--- config.mk ---
export PLATFORM = sky130hd
export DESIGN_NAME = div_unit
export DESIGN_NICKNAME = d
export VERILOG_FILES = /design/src/rtl/v30mz_pkg.sv /design/src/rtl/div_unit.sv
export SDC_FILE = /design/constraint.sdc
export NUM_CORES = 1
export LEC_CHECK = 0
export ABC_AREA = 0
export CAP_MARGIN = 40
export CORE_MARGIN = 2
export CORE_UTILIZATION = 58
export CTS_BUF_LIST = sky130_fd_sc_hd__clkbuf_16
export DETAILED_ROUTE_END_ITERATION = 12
export GPL_ROUTABILITY_DRIVEN = 0
export PLACE_DENSITY = 0.92
export RECOVER_POWER = 100
export SLEW_MARGIN = 40
export SYNTH_ARGS = -nofsm -noshare
export SYNTH_HDL_FRONTEND = slang
export SYNTH_SLANG_ARGS = --single-unit
--- constraint.sdc ---
create_clock -name clk -period 4.4 [get_ports clk]
set_input_delay 0.66 -clock clk [delete_from_list [all_inputs] [get_ports clk]]
set_output_delay 0.66 -clock clk [all_outputs]
set_load 0.01 [all_outputs]
--- src/rtl/v30mz_pkg.sv ---
// rtl/v30mz_pkg.sv - shared states, constants and magnitude helpers for the V30MZ divider
package v30mz_pkg;

  typedef enum logic [1:0] {DIV_IDLE, DIV_RUN, DIV_FIX} div_state_e;

  localparam int DIV_BYTE_STEPS = 8;
  localparam int DIV_WORD_STEPS = 16;

  // Largest quotient magnitudes representable in the signed destination
  localparam logic [15:0] DIV_BYTE_POS_MAX = 16'h007F;
  localparam logic [15:0] DIV_BYTE_NEG_MAX = 16'h0080;
  localparam logic [15:0] DIV_WORD_POS_MAX = 16'h7FFF;
  localparam logic [15:0] DIV_WORD_NEG_MAX = 16'h8000;

  // Magnitude of an N-bit two's complement operand (N = 8 or 16)
  function automatic logic [15:0] abs_n(input logic size, input logic [15:0] x);
    logic [15:0] w;
    logic [7:0]  b;
    w = x[15] ? -x : x;
    b = x[7] ? -x[7:0] : x[7:0];
    return size ? w : {8'h00, b};
  endfunction

  // Magnitude of a 2N-bit two's complement dividend
  function automatic logic [31:0] abs_2n(input logic size, input logic [31:0] x);
    logic [31:0] w;
    logic [15:0] b;
    w = x[31] ? -x : x;
    b = x[15] ? -x[15:0] : x[15:0];
    return size ? w : {16'h0000, b};
  endfunction

  function automatic logic [15:0] neg_n(input logic size, input logic [15:0] x);
    logic [15:0] w;
    logic [7:0]  b;
    w = -x;
    b = -x[7:0];
    return size ? w : {8'h00, b};
  endfunction

endpackage

--- src/rtl/div_unit.sv ---
// rtl/div_unit.sv - sequential restoring divider (DIVU/DIV), one quotient bit per cycle
module div_unit
  import v30mz_pkg::*;
(
  input  logic        clk,
  input  logic        reset_n,
  input  logic        start,
  input  logic        size,
  input  logic        signed_op,
  input  logic [31:0] dividend,
  input  logic [15:0] divisor,
  output logic        busy,
  output logic        done,
  output logic        div_error,
  output logic [15:0] quotient,
  output logic [15:0] remainder
);

  div_state_e  state, state_next;
  logic [4:0]  count;
  logic        size_q, signed_q, sign_a, sign_b, err_q, ovf_q;
  logic [15:0] r_q, q_q, d_q;

  logic [31:0] dvd_mag;
  logic [15:0] dvs_mag, dvd_hi, dvd_lo;
  logic        div_zero, hi_ovf, early_err;

  logic [8:0]  rem9, diff9;
  logic [16:0] rem17, diff17;
  logic        bor;
  logic [15:0] r_next, q_next;

  logic        q_neg, sgn_ovf, fix_err;
  logic [15:0] pos_max, neg_max, q_res, r_res;

  // Operand conditioning at acceptance
  always_comb begin
    dvd_mag   = signed_op ? abs_2n(size, dividend)
                          : (size ? dividend : {16'h0000, dividend[15:0]});
    dvs_mag   = signed_op ? abs_n(size, divisor)
                          : (size ? divisor : {8'h00, divisor[7:0]});
    dvd_hi    = size ? dvd_mag[31:16] : {8'h00, dvd_mag[15:8]};
    dvd_lo    = size ? dvd_mag[15:0]  : {8'h00, dvd_mag[7:0]};
    div_zero  = (dvs_mag == 16'h0000);
    hi_ovf    = (dvd_hi >= dvs_mag);
    early_err = div_zero || (!signed_op && hi_ovf);
  end

  // One restoring step; the top bit of each difference is the borrow
  always_comb begin
    rem9   = {r_q[7:0], q_q[7]};
    diff9  = rem9 - {1'b0, d_q[7:0]};
    rem17  = {r_q, q_q[15]};
    diff17 = rem17 - {1'b0, d_q};
    if (size_q) begin
      bor    = diff17[16];
      r_next = bor ? {r_q[14:0], q_q[15]} : diff17[15:0];
      q_next = {q_q[14:0], ~bor};
    end else begin
      bor    = diff9[8];
      r_next = {8'h00, bor ? {r_q[6:0], q_q[7]} : diff9[7:0]};
      q_next = {8'h00, q_q[6:0], ~bor};
    end
  end

  // Sign fix-up and signed range check on the finished magnitudes
  always_comb begin
    q_neg   = sign_a ^ sign_b;
    pos_max = size_q ? DIV_WORD_POS_MAX : DIV_BYTE_POS_MAX;
    neg_max = size_q ? DIV_WORD_NEG_MAX : DIV_BYTE_NEG_MAX;
    sgn_ovf = signed_q && (ovf_q || (q_neg ? (q_q > neg_max) : (q_q > pos_max)));
    fix_err = err_q || sgn_ovf;
    q_res   = q_neg  ? neg_n(size_q, q_q) : q_q;
    r_res   = sign_a ? neg_n(size_q, r_q) : r_q;
  end

  always_ff @(posedge clk or negedge reset_n) begin
    if (!reset_n) state <= DIV_IDLE;
    else          state <= state_next;
  end

  always_comb begin
    state_next = state;
    case (state)
      DIV_IDLE: if (start) state_next = early_err ? DIV_FIX : DIV_RUN;
      DIV_RUN:  if (count == 5'd1) state_next = DIV_FIX;
      DIV_FIX:  state_next = DIV_IDLE;
      default:  state_next = DIV_IDLE;
    endcase
  end

  always_ff @(posedge clk or negedge reset_n) begin
    if (!reset_n) begin
      count     <= 5'd0;
      size_q    <= 1'b0;
      signed_q  <= 1'b0;
      sign_a    <= 1'b0;
      sign_b    <= 1'b0;
      err_q     <= 1'b0;
      ovf_q     <= 1'b0;
      r_q       <= 16'h0000;
      q_q       <= 16'h0000;
      d_q       <= 16'h0000;
      busy      <= 1'b0;
      done      <= 1'b0;
      div_error <= 1'b0;
      quotient  <= 16'h0000;
      remainder <= 16'h0000;
    end else begin
      done <= 1'b0;
      case (state)
        DIV_IDLE: begin
          if (start) begin
            busy      <= 1'b1;
            div_error <= 1'b0;
            size_q    <= size;
            signed_q  <= signed_op;
            sign_a    <= signed_op && (size ? dividend[31] : dividend[15]);
            sign_b    <= signed_op && (size ? divisor[15] : divisor[7]);
            err_q     <= early_err;
            // Signed magnitudes that overflow up front still walk RUN so the
            // error lands with the normal signed latency
            ovf_q     <= signed_op && hi_ovf;
            r_q       <= dvd_hi;
            q_q       <= dvd_lo;
            d_q       <= dvs_mag;
            count     <= size ? 5'(DIV_WORD_STEPS) : 5'(DIV_BYTE_STEPS);
          end
        end
        DIV_RUN: begin
          r_q   <= r_next;
          q_q   <= q_next;
          count <= count - 5'd1;
        end
        DIV_FIX: begin
          busy      <= 1'b0;
          done      <= 1'b1;
          div_error <= fix_err;
          if (!fix_err) begin
            quotient  <= q_res;
            remainder <= r_res;
          end
        end
        default: busy <= 1'b0;
      endcase
    end
  end

endmodule

==> results of run 1 <==
## layout by cell type (no fill, tap or decap), types with 4 or more instances in the layout
master | Yosys | final
xor2_1 | 31 | 31
clkbuf_1 | 27 | 7
o31ai_1 | 11 | 11
clkdlybuf4s50_1 | 0 | 46
buf_4 | 4 | 85
a22oi_1 | 14 | 14
o221ai_1 | 8 | 8
nand2b_1 | 13 | 13
nor2b_1 | 14 | 14
nor2_1 | 92 | 90
a21o_1 | 17 | 17
a211oi_1 | 7 | 6
o21ai_0 | 69 | 70
ha_1 | 60 | 60
and2_1 | 6 | 4
a21oi_1 | 102 | 101
nand2_1 | 101 | 101
dlygate4sd3_1 | 0 | 37
nor3_1 | 31 | 31
clkbuf_16 | 0 | 9
nor4_1 | 4 | 4
mux2i_1 | 22 | 22
or3_1 | 6 | 6
nand3b_1 | 5 | 5
o22ai_1 | 7 | 7
mux2_2 | 7 | 6
nand4_1 | 6 | 6
inv_1 | 43 | 43
xnor2_1 | 40 | 40
dfrtp_1 | 96 | 96
a221oi_1 | 4 | 4
a2bb2oi_1 | 4 | 4
a31oi_1 | 8 | 8
nand3_1 | 11 | 11
## metrics by stage
| stage | setup slack [ns] | cell area [um2] | total power, uW | cells |
|---|---|---|---|---|
| 2_1_floorplan | 0.145 | 7870 | 4980 | 953 |
| 3_5_place_dp | -0.582 | 9370 | 6340 | 1255 |
| 5_1_grt | -0.0242 | 9750 | 7810 | 1276 |
| 3_3_place_gp | -0.463 | 9370 | 6090 | 1255 |
| 6_report | 0.0770 | 9750 | 7280 | 1276 |
| 4_1_cts | 0.0265 | 9730 | 7250 | 1274 |
## registers in the layout, summed over array words and instances, names as in the netlist
register and count:
state 2, busy 1, remainder 16, count 5
size_q 1, quotient 16, d_q 16, q_q 16
ovf_q 1, sign_b 1, div_error 1, sign_a 1
done 1, signed_q 1, err_q 1, r_q 16
## worst max path at each step
stage                     start    end  slack, ns
floorplan           dividend[9]  err_q       0.15
global placement    dividend[9]  err_q      -0.46
detailed placement  dividend[9]  err_q      -0.58
CTS                 dividend[9]  err_q       0.03
global route        dividend[3]  err_q      -0.02
finish              dividend[8]  err_q       0.08
## kinds of logic (layout without fill, tap and decap cells)
family	count (synthesis)	count (layout)	synth area share [%]
AO/OA/AOI/OAI	287	287	22.7
XOR/XNOR	73	73	8.32
adder cells (fa/ha/maj)	62	62	10.1
buffers and inverters	93	240	5.34
flip-flops	96	96	30.5
multiplexers	29	29	3.80
AND/OR/NAND/NOR	313	313	19.3
## per-layer routing
metal / vias to the layer above / global-route usage (%)
met5: - / 0
met4: 2 / 12.1
met3: 83 / 5.24
met2: 522 / 50.8
met1: 3692 / 40.7
li1: 3683 / -
## where the power goes
| part | switching (uW) | internal (uW) | total (uW) | leakage, uW |
|---|---|---|---|---|
| Clock | 333 | 493 | 826 | 0.000153 |
| Sequential | 550 | 1310 | 1860 | 0.00117 |
| Combinational | 2590 | 2000 | 4590 | 0.00297 |
| Total | 3470 | 3800 | 7280 | 0.00429 |
## final cells by class
cell class                 count  area, um2  area share [%]
sequential                    96       2400            24.6
tap                          176        220            2.26
inverter                      44        165            1.69
timing repair buffer         180       1540            15.8
clock inverter                 7       86.3           0.886
multi-input combinational    764       5100            52.4
clock buffer                   9        225            2.31
## worst max-delay path, stage by stage
cell             delay [ns]
clkdlybuf4s50_1        0.42
or4_4                  0.43
or2_4                  0.29
buf_4                  0.16
nor2_4                 0.09
and4b_1                0.25
a21oi_1                0.10
xnor2_1                0.24
nor2b_1                0.09
ha_1                   0.31
a21o_1                 0.20
a21o_1                 0.19
a21oi_2                0.17
o311ai_2               0.13
a211oi_2               0.26
nor2_1                 0.07
a41o_1                 0.23
mux2_2                 0.26
## repair_timing
action,4_1_cts,5_1_grt
pin swaps,3,11
resized for setup,6,11
setup buffers,3,2
endpoints found under the setup margin,3,4
==> metrics.txt, run 1 <==
CTS root buf=clkbuf_16; Async S/R FF share, synth=100%; Achievable Freq=0.231 GHz; WHS=0.483 ns; WL final=22600 um; final hold viol count=0; post-DR vias/cell=6.26; most frequent cell after synthesis=a21oi_1; Yosys reg bits=96; Power Density=746 nW/um2; DRC viols=0; EDFF count, synth=0; met1 wire length=9030 um; clk_lat worst skew=0.35 ns; R2R Setup Slk=0.39 ns; Leak=0.00429 uW; Post-DP HPWL=16400 um; reported max-cap violation count=3; nets=1210; fin crit share=98.3%; Max Fanout on Critical Path=3; setup_tns=0 ns; YS warnings=0; critical path class=input pin to register; register area share after synthesis=30.5%; pin count of the biggest net entering global routing=66; first-pass GRT wire length=36200 um; Initial Utilization=59.4%; reg2reg start=size_q; Num CTS Buffers=9; Top Layer Used=met5; TritonCTS Sinks=96; Max VDD drop=0.378 mV; Util after Layout=73.6%; outcome=finished with violations; core area=13200 um2; TritonCTS clock tree=built; Mean Syn Cell Area=8.26 um2; detailed-route via count=7982; Die Area=14500 um2; Yosys cell types=79; final setup vio count=0; Die X=120 um; Die Ht=120 um; row cnt=42; worst hold path endpoint=d_q[14]; CTS clk-pin slew, worst paths=0.06 ns; worst relative slew slack=-134%; Synth Cell Area=7870 um2; number of port buffers=87; met3 wire len=2300 um; Synth top area share=30.5%; Layout Skew=0.00798 ns; Post-synth top cells=102 x a21oi_1, 101 x nand2_1, 96 x dfrtp_1, 92 x nor2_1, 69 x o21ai_0; Yosys top cell by area=dfrtp_1; Max Slew Vio Count=144; Routed Antenna Nets=0; Hold Crit Depth=2; Layout fillers=921; GRT Util Overall=30.9%; Critical Path RT=4.63 ns; share of layout cells above drive strength 1=12.8%; minimum clock period=4.32 ns; Synth Flop Type=dfrtp_1; failing checks=capacitance limit, slew limit; hold_sp=d_q[14]; Post-Syn Instances=953; Longest Clk Path Bufs=2; arrival time worst endpoint=4.55 ns; Pre-antenna DRT Iters=8; Ports=88; vias in the first global route=7410; class of the worst hold path=register to register; CTS hold repair buffers=0; Synth-to-Final Area Change=23.9%; n_diodes=0; Mapped Nets=1068; critical path startpoint category=input pin; Worst Max-Slew Pin Slew=3.50 ns; metal2 WL=10500 um; GRT Residual Overflow=0; initial DRC count=1107; Reg-to-Reg End=remainder[0]; H-Tree Depth=3; FF-to-FF path depth=11; Synth area leaders=dfrtp_1 31%, ha_1 9.5%, a21oi_1 6.5%; wire per inst=17.7 um; Setup crit end kind=register; initial antenna violation count=1
Note: power is estimated with default switching activity, not from simulation.
==> run 2, diff against run 1 <==
CORE_MARGIN = 4   (was 2)
==> metrics.txt, run 2 (synthesized netlist as in run 1, its figures left out) <==
commonest cells after routing, fill and taps aside=103 x a21oi_1, 101 x nand2_1, 96 x dfrtp_1, 91 x nor2_1, 80 x buf_4; Die X=124 um; first-pass GRT wire length=36600 um; Placed Area=9360 um2; share of layout cells above drive strength 1=12.1%; class of the worst hold path=register to register; Power Density=742 nW/um2; met2 Use GR=46.2%; clk_lat worst skew=0.35 ns; GRT Residual Overflow=0; most common cell after layout, fill and taps aside=a21oi_1; R2R Setup Slk=0.35 ns; Leak=0.00426 uW; FF-to-FF path depth=12; reported max-cap violation count=3; n_diodes=0; core area=13200 um2; Synth-to-Final Area Change=23.2%; Layout fillers=911; number of port buffers=87; CTS hold repair buffers=0; WHS=0.475 ns; failing checks=capacitance limit, slew limit; Die Ht=124 um; Routed Antenna Nets=0; reg2reg start=q_q[15]; initial antenna violation count=0; Reg-to-Reg End=r_q[8]; fin area=9690 um2; CTS root buf=clkbuf_16; final hold viol count=0; Max Slew Vio Count=150; Achievable Freq=0.231 GHz; H-Tree Depth=3; minimum clock period=4.32 ns; post-DR vias/cell=6.34; Die Area=15500 um2; wire per inst=17.9 um; met3 usage=3.86%; detailed-route via count=8069; Pre-antenna DRT Iters=6; Initial Utilization=59.4%; DRC viols=0; global-route met1 utilization=36.8%; row cnt=42; Hold Crit Depth=2; Longest Clk Path Bufs=2; vias in the first global route=7710; Post-DP HPWL=16700 um; initial DRC count=1136; nets=1207; Max VDD drop=0.407 mV; GRT Util Overall=28.2%; final setup vio count=0; Num CTS Buffers=9; Layout Skew=0.00697 ns; worst hold path endpoint=d_q[14]; Worst Max-Slew Pin Slew=3.13 ns; Max Fanout on Critical Path=4; TritonCTS Sinks=96; WL final=22800 um; hold_sp=d_q[14]; Setup crit end kind=register; TritonCTS clock tree=built; Post-Layout Cell Count=1273; placed insts=1253; worst relative slew slack=-108%; CTS clk-pin slew, worst paths=0.06 ns; Post-Place Worst Slack=-0.554 ns; arrival time worst endpoint=4.55 ns; outcome=finished with violations; Critical Path RT=4.63 ns; worst setup margin=0.0793 ns; critical path class=input pin to register; Util after Layout=73.2%; global routing's busiest layer=met2; critical path startpoint category=input pin; pin count of the biggest net entering global routing=72; fin crit share=98.2%; Ports=88
==> run 2: changes by cell type in the layout (fill, tap and decap cells not counted), sizes merged <==
cell and change:
dlymetal6s2s +1, buf -6, bufinv -1, dlygate4sd3 -2, clkdlybuf4s50 +1, clkbuf +2, clkdlybuf4s25 +1, clkinvlp +1
==> run 2: worst max path at each step <==
stage | startpoint | cells after the start | endpoint | slack (ns)
2_1_floorplan | dividend[9] | 16 | err_q | 0.15
3_3_place_gp | dividend[9] | 17 | err_q | -0.48
3_5_place_dp | dividend[9] | 17 | err_q | -0.55
4_1_cts | dividend[9] | 17 | err_q | 0.00002
5_1_grt | dividend[3] | 17 | err_q | -0.06
6_report | dividend[3] | 18 | err_q | 0.08
==> run 2: where the power goes <==
group	leakage (uW)	internal, uW	switching [uW]
clock	0.000136	434	332
combinational	0.00296	1960	2600
sequential	0.00117	1310	550
==> run 2: area by class of cell <==
| cell class | count | area [um2] | share of cell area (%) |
|---|---|---|---|
| tap | 176 | 220 | 2.27 |
| clock buffer | 9 | 225 | 2.32 |
| inverter | 44 | 165 | 1.70 |
| timing repair buffer | 177 | 1520 | 15.7 |
| multi-input combinational | 764 | 5100 | 52.6 |
| clock inverter | 7 | 62.6 | 0.645 |
| sequential | 96 | 2400 | 24.8 |
==> run 2: routing by layer <==
| layer | up-vias | part of all wire, % | wire length (um) |
|---|---|---|---|
| met5 | - | 0 | 0 |
| met4 | 0 | 3.8 | 876 |
| met3 | 96 | 10 | 2310 |
| met2 | 519 | 47 | 10700 |
| met1 | 3768 | 39 | 8980 |
| li1 | 3686 | - | - |
==> run 2: stage by stage <==
stage,setup TNS (ns),power (uW)
2_1_floorplan,0,4980
3_3_place_gp,-1.35,6090
3_5_place_dp,-1.69,6340
4_1_cts,0,7200
5_1_grt,-0.0869,7720
6_report,0,7190
==> run 2: what timing repair did <==
item                                   CTS  global route
endpoints found under the hold margin    0             0
buffers inserted                         3             1
setup endpoints to repair                3             4
gates cloned                             0             0
gates resized for setup                  5            12
pin swaps                                3             9
==> run 2: critical path, cell delays in order <==
cell and delay, ns:
clkdlybuf4s50_1 0.45, nor3_4 0.25, nand3b_1 0.22, clkbuf_1 0.19, nor2_4 0.11, and4b_1 0.25, a21oi_1 0.10, xnor2_1 0.20
nor2b_1 0.08, ha_1 0.29, a21o_1 0.19, a21o_1 0.19, a21oi_1 0.28, a21oi_1 0.15, a211oi_2 0.32, nor2_1 0.10
a41o_1 0.24, mux2_2 0.27
==> run 3, diff against run 2 <==
SLEW_MARGIN = 30   (was 40)
==> metrics.txt, run 3 (synthesized netlist as in run 1, its figures left out) <==
vias in the first global route=7545; TritonCTS Sinks=96; Synth-to-Final Area Change=23.0%; Reg-to-Reg End=r_q[6]; GRT Util Overall=27.4%; detailed-route via count=7920; H-Tree Depth=3; worst hold path endpoint=d_q[14]; DRC viols=0; Worst Max-Slew Pin Slew=2.27 ns; Util after Layout=73.1%; Die Ht=124 um; core area=13200 um2; P_sw=3450 uW; Layout Skew=0.00691 ns; Leak=0.00426 uW; Routed Antenna Nets=0; Post-DP HPWL=16700 um; switching share of power=48.2%; Hold Crit Depth=2; placed insts=1254; Ports=88; WL final=22500 um; WHS=0.479 ns; global-route met1 utilization=35.8%; number of port buffers=87; Die X=124 um; setup_tns=0 ns; row cnt=42; Max Fanout on Critical Path=3; initial DRC count=962; share of layout cells above drive strength 1=11.7%; pin count of the biggest net entering global routing=64; Setup crit end kind=register; R2R Setup Slk=0.35 ns; commonest cells after routing, fill and taps aside=103 x a21oi_1, 101 x nand2_1, 96 x dfrtp_1, 91 x nor2_1, 78 x buf_4; critical path startpoint category=input pin; initial antenna violation count=0; Critical Path RT=4.64 ns; Gate power share=63.2%; met3 usage=4.07%; first-pass GRT wire length=35700 um; Cell Int Power=3700 uW; Num CTS Buffers=9; CTS root buf=clkbuf_16; Post-Layout Cell Count=1273; GRT Residual Overflow=0; failing checks=capacitance limit, slew limit; final hold viol count=0; post-DR vias/cell=6.22; Initial Utilization=59.4%; reported max-cap violation count=4; Seq pwr share=26.0%; final setup vio count=0; nets=1207; met2 Use GR=45.0%; outcome=finished with violations; Clk pwr share=10.8%; arrival time worst endpoint=4.53 ns; fin crit share=97.7%; hold_sp=d_q[14]; Max Slew Vio Count=87; reg2reg start=q_q[15]; Die Area=15500 um2; CTS clk-pin slew, worst paths=0.07 ns; most common cell after layout, fill and taps aside=a21oi_1; Longest Clk Path Bufs=2; wire per inst=17.7 um; Achievable Freq=0.233 GHz; n_diodes=0; minimum clock period=4.30 ns; Power Density=739 nW/um2; Pre-antenna DRT Iters=5; worst relative slew slack=-51.5%; FF-to-FF path depth=12; Max VDD drop=0.351 mV; TritonCTS clock tree=built; class of the worst hold path=register to register; critical path class=input pin to register; clk_lat worst skew=0.35 ns; global routing's busiest layer=met2
run 3: cell types whose count changed in the layout (fill, tap and decap cells not counted), sizes merged:
cell           previous run  this run
buf                      80        78
clkbuf                   19        22
clkdlybuf4s25             1         0
clkdlybuf4s50            47        46
dlymetal6s2s              4         5
run 3: final cells by class:
cell class	instances	area, um2
Clock buffer	9	225
Timing Repair Buffer	177	1510
Clock inverter	7	62.6
Multi-Input combinational cell	764	5090
Inverter	44	165
Fill cell	920	3560
Tap cell	176	220
Sequential cell	96	2400
run 3: per-layer routing:
metal | wire length, um | up-vias | part of all wire (%)
li1 | - | 3676 | -
met1 | 9150 | 3720 | 41
met2 | 10500 | 442 | 47
met3 | 2090 | 82 | 9.3
met4 | 768 | 0 | 3.4
met5 | 0 | - | 0
run 3: worst max-delay path, stage by stage:
cell and delay, ns:
clkdlybuf4s50_1 0.46, nor3_4 0.24, nand3b_1 0.26, o31ai_2 0.29, xor2_1 0.13, mux2_4 0.30, ha_1 0.27, nand2b_1 0.15
a21o_1 0.17, a21o_1 0.20, a2111oi_4 0.36, o311ai_1 0.14, a211oi_1 0.31, nor2_1 0.09, a41o_1 0.24, mux2_2 0.27
run 3: stage by stage:
stage          worst slack, ns  cell area [um2]  power, uW
2_1_floorplan            0.145             7870       4980
3_3_place_gp            -0.475             9360       6090
3_5_place_dp            -0.568             9380       6330
4_1_cts                0.00300             9700       7160
5_1_grt                -0.0414             9680       7670
6_report                 0.102             9680       7160
run 3: what timing repair did:
action | 4_1_cts | 5_1_grt
hold buffers | 0 | 0
setup endpoints to repair | 3 | 4
pin swaps | 3 | 10
gates resized for setup | 6 | 12
setup buffers | 3 | 0
run 3: worst max-delay path by stage:
| stage | startpoint | end | cells after the start |
|---|---|---|---|
| 2_1_floorplan | dividend[9] | err_q | 16 |
| 3_3_place_gp | dividend[9] | err_q | 17 |
| 3_5_place_dp | dividend[9] | err_q | 17 |
| 4_1_cts | dividend[9] | err_q | 17 |
| 5_1_grt | dividend[4] | err_q | 16 |
| 6_report | dividend[4] | err_q | 16 |
run 3: power by group through the flow:
stage               Clock, uW  Sequential [uW]  Combinational [uW]
detailed placement          0             1850                4480
global placement            0             1810                4280
global route              806             1910                4950
floorplan                   0             1720                3260
CTS                       764             1840                4560
finish                    773             1860                4520
